[src/rtl/ram_arb_pkg.sv]
// Shared types and default RAM geometry for the arbiter, DMA and coordinator.
// The arbiter's state encoding lives here so the coordinator can observe it.
package ram_arb_pkg;

  localparam int RAM_AW = 16;
  localparam int RAM_DW = 8;

  typedef enum logic [1:0] {
    IDLE,
    ISSUE,
    WAIT,
    RESP
  } arbState_t;

endpackage

[src/rtl/rr_picker.sv]
// Combinational round-robin selector: first asserted req at or above rrPtr, wrapping at N.
// Zero latency; no flow control of its own.
module rr_picker #(
  parameter int N  = 4,
  parameter int PW = $clog2(N)
) (
  input  logic [N-1:0]  req,
  input  logic [PW-1:0] rrPtr,
  output logic [N-1:0]  winOneHot,
  output logic [PW-1:0] winIdx,
  output logic          anyReq
);

  logic [PW:0]   candSum;
  logic [PW-1:0] candIdx;

  always_comb begin
    winOneHot = '0;
    winIdx    = '0;
    anyReq    = 1'b0;
    candSum   = '0;
    candIdx   = '0;
    for (int k = 0; k < N; k++) begin
      // rrPtr + k never exceeds 2N-2, so a single conditional subtract wraps it.
      candSum = {1'b0, rrPtr} + (PW+1)'(k);
      if (candSum >= (PW+1)'(N)) candSum = candSum - (PW+1)'(N);
      candIdx = candSum[PW-1:0];
      if (!anyReq && req[candIdx]) begin
        anyReq             = 1'b1;
        winIdx             = candIdx;
        winOneHot[candIdx] = 1'b1;
      end
    end
  end

endmodule

[src/rtl/ram_port_arbiter.sv]
// Round-robin owner of the single DMA/RAM port; one outstanding access, grant held until DMA done or timeout abort.
// req->gnt/strobe 1 cycle, DMA done->done pulse 1 cycle; requesters stall holding req until their done pulse.
module ram_port_arbiter
  import ram_arb_pkg::*;
#(
  parameter int N       = 4,
  parameter int AW      = RAM_AW,
  parameter int DW      = RAM_DW,
  parameter int TIMEOUT = 255
) (
  input  logic          clk,
  input  logic          RST,
  input  logic [N-1:0]  req,
  input  logic [N-1:0]  req_we,
  input  logic [N*AW-1:0] req_addr,
  input  logic [N*DW-1:0] req_wdata,
  output logic [N-1:0]  gnt,
  output logic [N-1:0]  done,
  output logic [DW-1:0] rdata,
  output logic          timeout_err,
  output logic [AW-1:0] mem_addr,
  output logic [DW-1:0] mem_wdata,
  output logic          mem_read,
  output logic          mem_write,
  input  logic [DW-1:0] mem_rdata,
  input  logic          mem_done_read,
  input  logic          mem_done_write
);

  localparam int PW = $clog2(N);

  arbState_t     state, stateNext;
  logic [PW-1:0] rrPtr, winIdx, grantIdx;
  logic [N-1:0]  winOneHot;
  logic          anyReq, isWrite, doneHit, timeoutHit;
  logic [15:0]   waitCnt;

  rr_picker #(.N(N), .PW(PW)) picker (
    .req       (req),
    .rrPtr     (rrPtr),
    .winOneHot (winOneHot),
    .winIdx    (winIdx),
    .anyReq    (anyReq)
  );

  // Only the completion matching the issued direction counts.
  assign doneHit    = isWrite ? mem_done_write : mem_done_read;
  assign timeoutHit = ({1'b0, waitCnt} + 17'd1) == 17'(TIMEOUT);

  always_comb begin
    stateNext = state;
    unique case (state)
      IDLE:    if (anyReq) stateNext = ISSUE;
      ISSUE:   stateNext = WAIT;
      WAIT:    if (doneHit || timeoutHit) stateNext = RESP;
      RESP:    stateNext = IDLE;
      default: stateNext = IDLE;
    endcase
  end

  always_ff @(posedge clk) begin
    if (RST) begin
      state       <= IDLE;
      rrPtr       <= '0;
      grantIdx    <= '0;
      waitCnt     <= '0;
      isWrite     <= 1'b0;
      gnt         <= '0;
      done        <= '0;
      rdata       <= '0;
      timeout_err <= 1'b0;
      mem_addr    <= '0;
      mem_wdata   <= '0;
      mem_read    <= 1'b0;
      mem_write   <= 1'b0;
    end else begin
      state <= stateNext;
      done  <= '0;
      case (state)
        // Winner is captured on the IDLE->ISSUE edge so gnt/strobe appear one cycle after req.
        IDLE: if (anyReq) begin
          grantIdx  <= winIdx;
          gnt       <= winOneHot;
          isWrite   <= req_we[winIdx];
          mem_read  <= ~req_we[winIdx];
          mem_write <= req_we[winIdx];
          mem_addr  <= req_addr[winIdx*AW +: AW];
          mem_wdata <= req_wdata[winIdx*DW +: DW];
          waitCnt   <= '0;
        end
        WAIT: begin
          waitCnt <= waitCnt + 16'd1;
          if (doneHit || timeoutHit) begin
            done      <= gnt;
            gnt       <= '0;
            mem_read  <= 1'b0;
            mem_write <= 1'b0;
            rrPtr     <= (grantIdx == PW'(N-1)) ? '0 : grantIdx + PW'(1);
            if (doneHit) begin
              if (!isWrite) rdata <= mem_rdata;
            end else begin
              rdata       <= '0;
              timeout_err <= 1'b1;
            end
          end
        end
        default: ;
      endcase
    end
  end

endmodule

[config.mk]
export PLATFORM = sky130hd
export DESIGN_NAME = ram_port_arbiter
export DESIGN_NICKNAME = d
export VERILOG_FILES = /design/src/rtl/ram_arb_pkg.sv /design/src/rtl/rr_picker.sv /design/src/rtl/ram_port_arbiter.sv
export SDC_FILE = /design/constraint.sdc
export NUM_CORES = 1
export LEC_CHECK = 0
export BUFFER_PORTS_ARGS = -buffer_cell sky130_fd_sc_hd__buf_2
export CORE_UTILIZATION = 51
export DETAILED_ROUTE_END_ITERATION = 10
export PLACE_DENSITY = 0.89
export SETUP_SLACK_MARGIN = 0.02
export SKIP_LAST_GASP = 1
export SLEW_MARGIN = 5
export SYNTH_ARGS = -nofsm -noshare
export SYNTH_HDL_FRONTEND = slang
export SYNTH_SLANG_ARGS = --single-unit
[constraint.sdc]
create_clock -name clk -period 7 [get_ports clk]
set_input_delay 0.35 -clock clk [delete_from_list [all_inputs] [get_ports clk]]
set_output_delay 0.35 -clock clk [all_outputs]
set_load 0.01 [all_outputs]
==> run_results.csv <==
group,metric,value,unit
run_status,status,"finished clean",
hold_path,hp-class,"in2reg",
placement,dpl.hpwl,8290,um
timing,worstMarginPinSlew,1240,ps
final_layout,drive_gt1_share,33.0,%
critical_path,reg2reg_depth,8,
power_and_ir_drop,cellLeakagePower,2.10,nW
floorplan,rows,31,
detailed_routing,antenna_left,0,
detailed_routing,wirelength,11200,um
timing,finalMaxSlewViolations,0,
power_and_ir_drop,ir_drop,0.000256,V
clocking,cts_setup_buffers,0,
critical_path,crit_cells,8,
clocking,cts_buffers,9,
clocking,path_clk_slew,70,ps
yosys,synth_top_area_share,33.7,%
critical_path,critPathLaunchType,"flip-flop",
timing,skew,8.94,ps
timing,hold_viol,0,
job,drv_cap,0,
final_layout,n_fill_cell,587,
placement,io_buffers,158,
floorplan,dieArea,0.00803,sq mm
yosys,synth_warnings,0,
final_layout,antenna_cells_inserted,0,
clocking,clockRootBuffer,"clkbuf_8",
detailed_routing,wire_per_inst,16.3,um
timing,rsz0062_at_grt,"false",
global_route,grt_pass1_wl,16300,um
final_layout,multi_input_area,0.00241,sq mm
final_layout,seqCellArea,0.00132,sq mm
clocking,cts_hold_buf,0,
yosys,synth_top_area_cell,"dfxtp_1",
critical_path,r2r_end,"mem_addr[14]",
yosys,ys_seq_elements,66,
timing,max_freq,255,MHz
global_route,grt-ovfl-total,0,
critical_path,crit_fanout,24,
critical_path,max_stage_delay,770,ps
clocking,cts_resized,0,
timing,tns,0,ps
detailed_routing,drt_first_pass_iters,4,
final_layout,postLayoutCoreUtil,67.1,%
critical_path,crit_start,"rrPtr[0]",
global_route,first_global_vias,3508,
power_and_ir_drop,powerDensity,307,mW/mm^2
timing,min_period,3920,ps
final_layout,area_delta_synth_final,25.7,%
timing,setup_viol,0,
yosys,ys.flop_type,"dfxtp_1",
critical_path,r2r_setup_slack,3080,ps
critical_path,worstReg2RegStart,"rrPtr[0]",
floorplan,die_y,89.6,um
floorplan,io_pins,159,
yosys,postSynthCellCount,445,
critical_path,endpoint,"mem_addr[14]",
yosys,synth-edff-count,0,
yosys,synthArstFlopShare,0,%
yosys,synth_cell_types,65,
global_route,antenna_found_initial,0,
clocking,cts_tree,"yes",
critical_path,crit_path_end_kind,"flip-flop",
critical_path,critical_path_class,"reg2reg",
floorplan,start_util,53.4,%
critical_path,path_buf_inv,1,
clocking,htree_levels,3,
critical_path,critPathTopFamily,"compound AO/OA/AOI/OAI gates",
yosys,synth_area_leaders,"dfxtp_1 (34%), mux2i_1 (15%), nand2_1 (5.6%)",
yosys,syn_area,0.00392,sq mm
timing,fin_crit_sh,56.0,%
critical_path,required,7180,ps
clocking,clock_sinks,66,
clocking,cts_buffer_depth,2,
yosys,avgSynthCellArea,8.80,sq um
final_layout,fin_nets,715,
critical_path,crit_arrival,4100,ps
critical_path,crit_path_top_delay_cell,"nand2b_1",
global_route,grt_max_degree,52,
yosys,ys_seq_area_share,33.7,%
detailed_routing,vias,4089,
detailed_routing,dr.first_iter.drc_count,266,
floorplan,die_w,89.6,um
placement,gp_congestion,0.836,
hold_path,hold_depth,3,
critical_path,path_cells,"inv_1, ha_1, mux4_2, a211oi_2, o21ai_1, o21ai_2, nand2b_1, o221ai_1",
yosys,syn_nets,574,
detailed_routing,vias_per_cell,5.93,
floorplan,core_area,0.00733,sq mm
detailed_routing,drc,0,
clocking,clock_latency,350,ps
timing,relSlewSlack,16.8,%
global_route,grt_util_all_layers,26.4,%
power_and_ir_drop,power,1.51,mW
==> tightest hold or removal path: cells and delay by family <==
family / cells / cell delay (ps)
buf+inv: 1 / 100
compound gates: 1 / 60
simple gates: 1 / 50
==> flip-flops by register name, summed over array words and instances, names as in the netlist <==
register     count
done             4
state            2
isWrite          1
timeout_err      1
mem_write        1
rdata            8
mem_addr        16
mem_wdata        8
grantIdx         2
rrPtr            2
gnt              4
mem_read         1
waitCnt         16
==> power by group <==
part           switching (mW)  leakage (nW)  internal, mW
clock                   0.158         0.103         0.175
combinational           0.383          1.46         0.262
sequential             0.0659         0.538         0.468
==> logic make-up (layout without fill, tap and decap cells) <==
logic type,Yosys count,after routing,share of synthesized area (%)
DFF,66,66,33.7
buffers and inverters,46,192,5.37
xor gates and xnor gates,4,4,0.895
and+or+nand+nor,140,140,17.9
muxes,59,59,15.4
AOI/OAI and AO/OA,117,117,22.6
adders and majority gates,13,13,4.15
==> synth_stat cells, types with 6 or more instances <==
cell and number:
dfxtp_1 66, nand2_1 58, mux2i_1 57, nor2_1 32, o221ai_1 24, a21oi_1 23, clkbuf_1 16, inv_1 15
ha_1 13, o21ai_0 12, a211oi_1 10, a311oi_1 8, buf_2 8, nand3_1 6
==> layout by cell type (no fill, tap or decap), types with 12 or more instances in the layout <==
cell,synthesis,layout
buf_2,8,158
a21oi_1,23,23
dfxtp_1,66,66
nand2_1,58,58
mux2i_1,57,57
o221ai_1,24,24
ha_1,13,13
nor2_1,32,32
inv_1,15,15
o21ai_0,12,12
==> final cells by class <==
| cell class | count | area share [%] |
|---|---|---|
| Multi-Input combinational cell | 333 | 48.9 |
| Sequential cell | 66 | 26.8 |
| Timing Repair Buffer | 160 | 16.4 |
| Clock buffer | 10 | 2.80 |
| Tap cell | 99 | 2.52 |
| Clock inverter | 6 | 1.32 |
| Inverter | 16 | 1.22 |
==> how the worst min path moves through the flow <==
stage / startpoint / to / slack (ps)
floorplan: state[0] / state[0] / 430
global placement: state[0] / state[0] / 440
detailed placement: state[0] / state[0] / 440
CTS: mem_rdata[3] / rdata[3] / 250
global route: mem_rdata[3] / rdata[3] / 250
finish: mem_rdata[6] / rdata[6] / 260
==> per-layer routing <==
layer  wire (um)  vias to the layer above  track usage [%]
met2        5690                      167             44.8
li1            -                     1957                -
met5           0                        -                0
met1        4530                     1935             33.1
met4         312                        0             11.8
met3         682                       30             3.93
==> stage by stage <==
step / instance area, sq um / cells / worst slack, ps / hold slack [ps]
floorplan: 3920 / 445 / 4240 / 429
global placement: 4710 / 674 / 3430 / 438
detailed placement: 4710 / 674 / 3170 / 442
CTS: 4910 / 690 / 3120 / 253
global route: 4920 / 690 / 2790 / 250
finish: 4920 / 690 / 3080 / 257
Note: power is estimated with default switching activity, not from simulation.
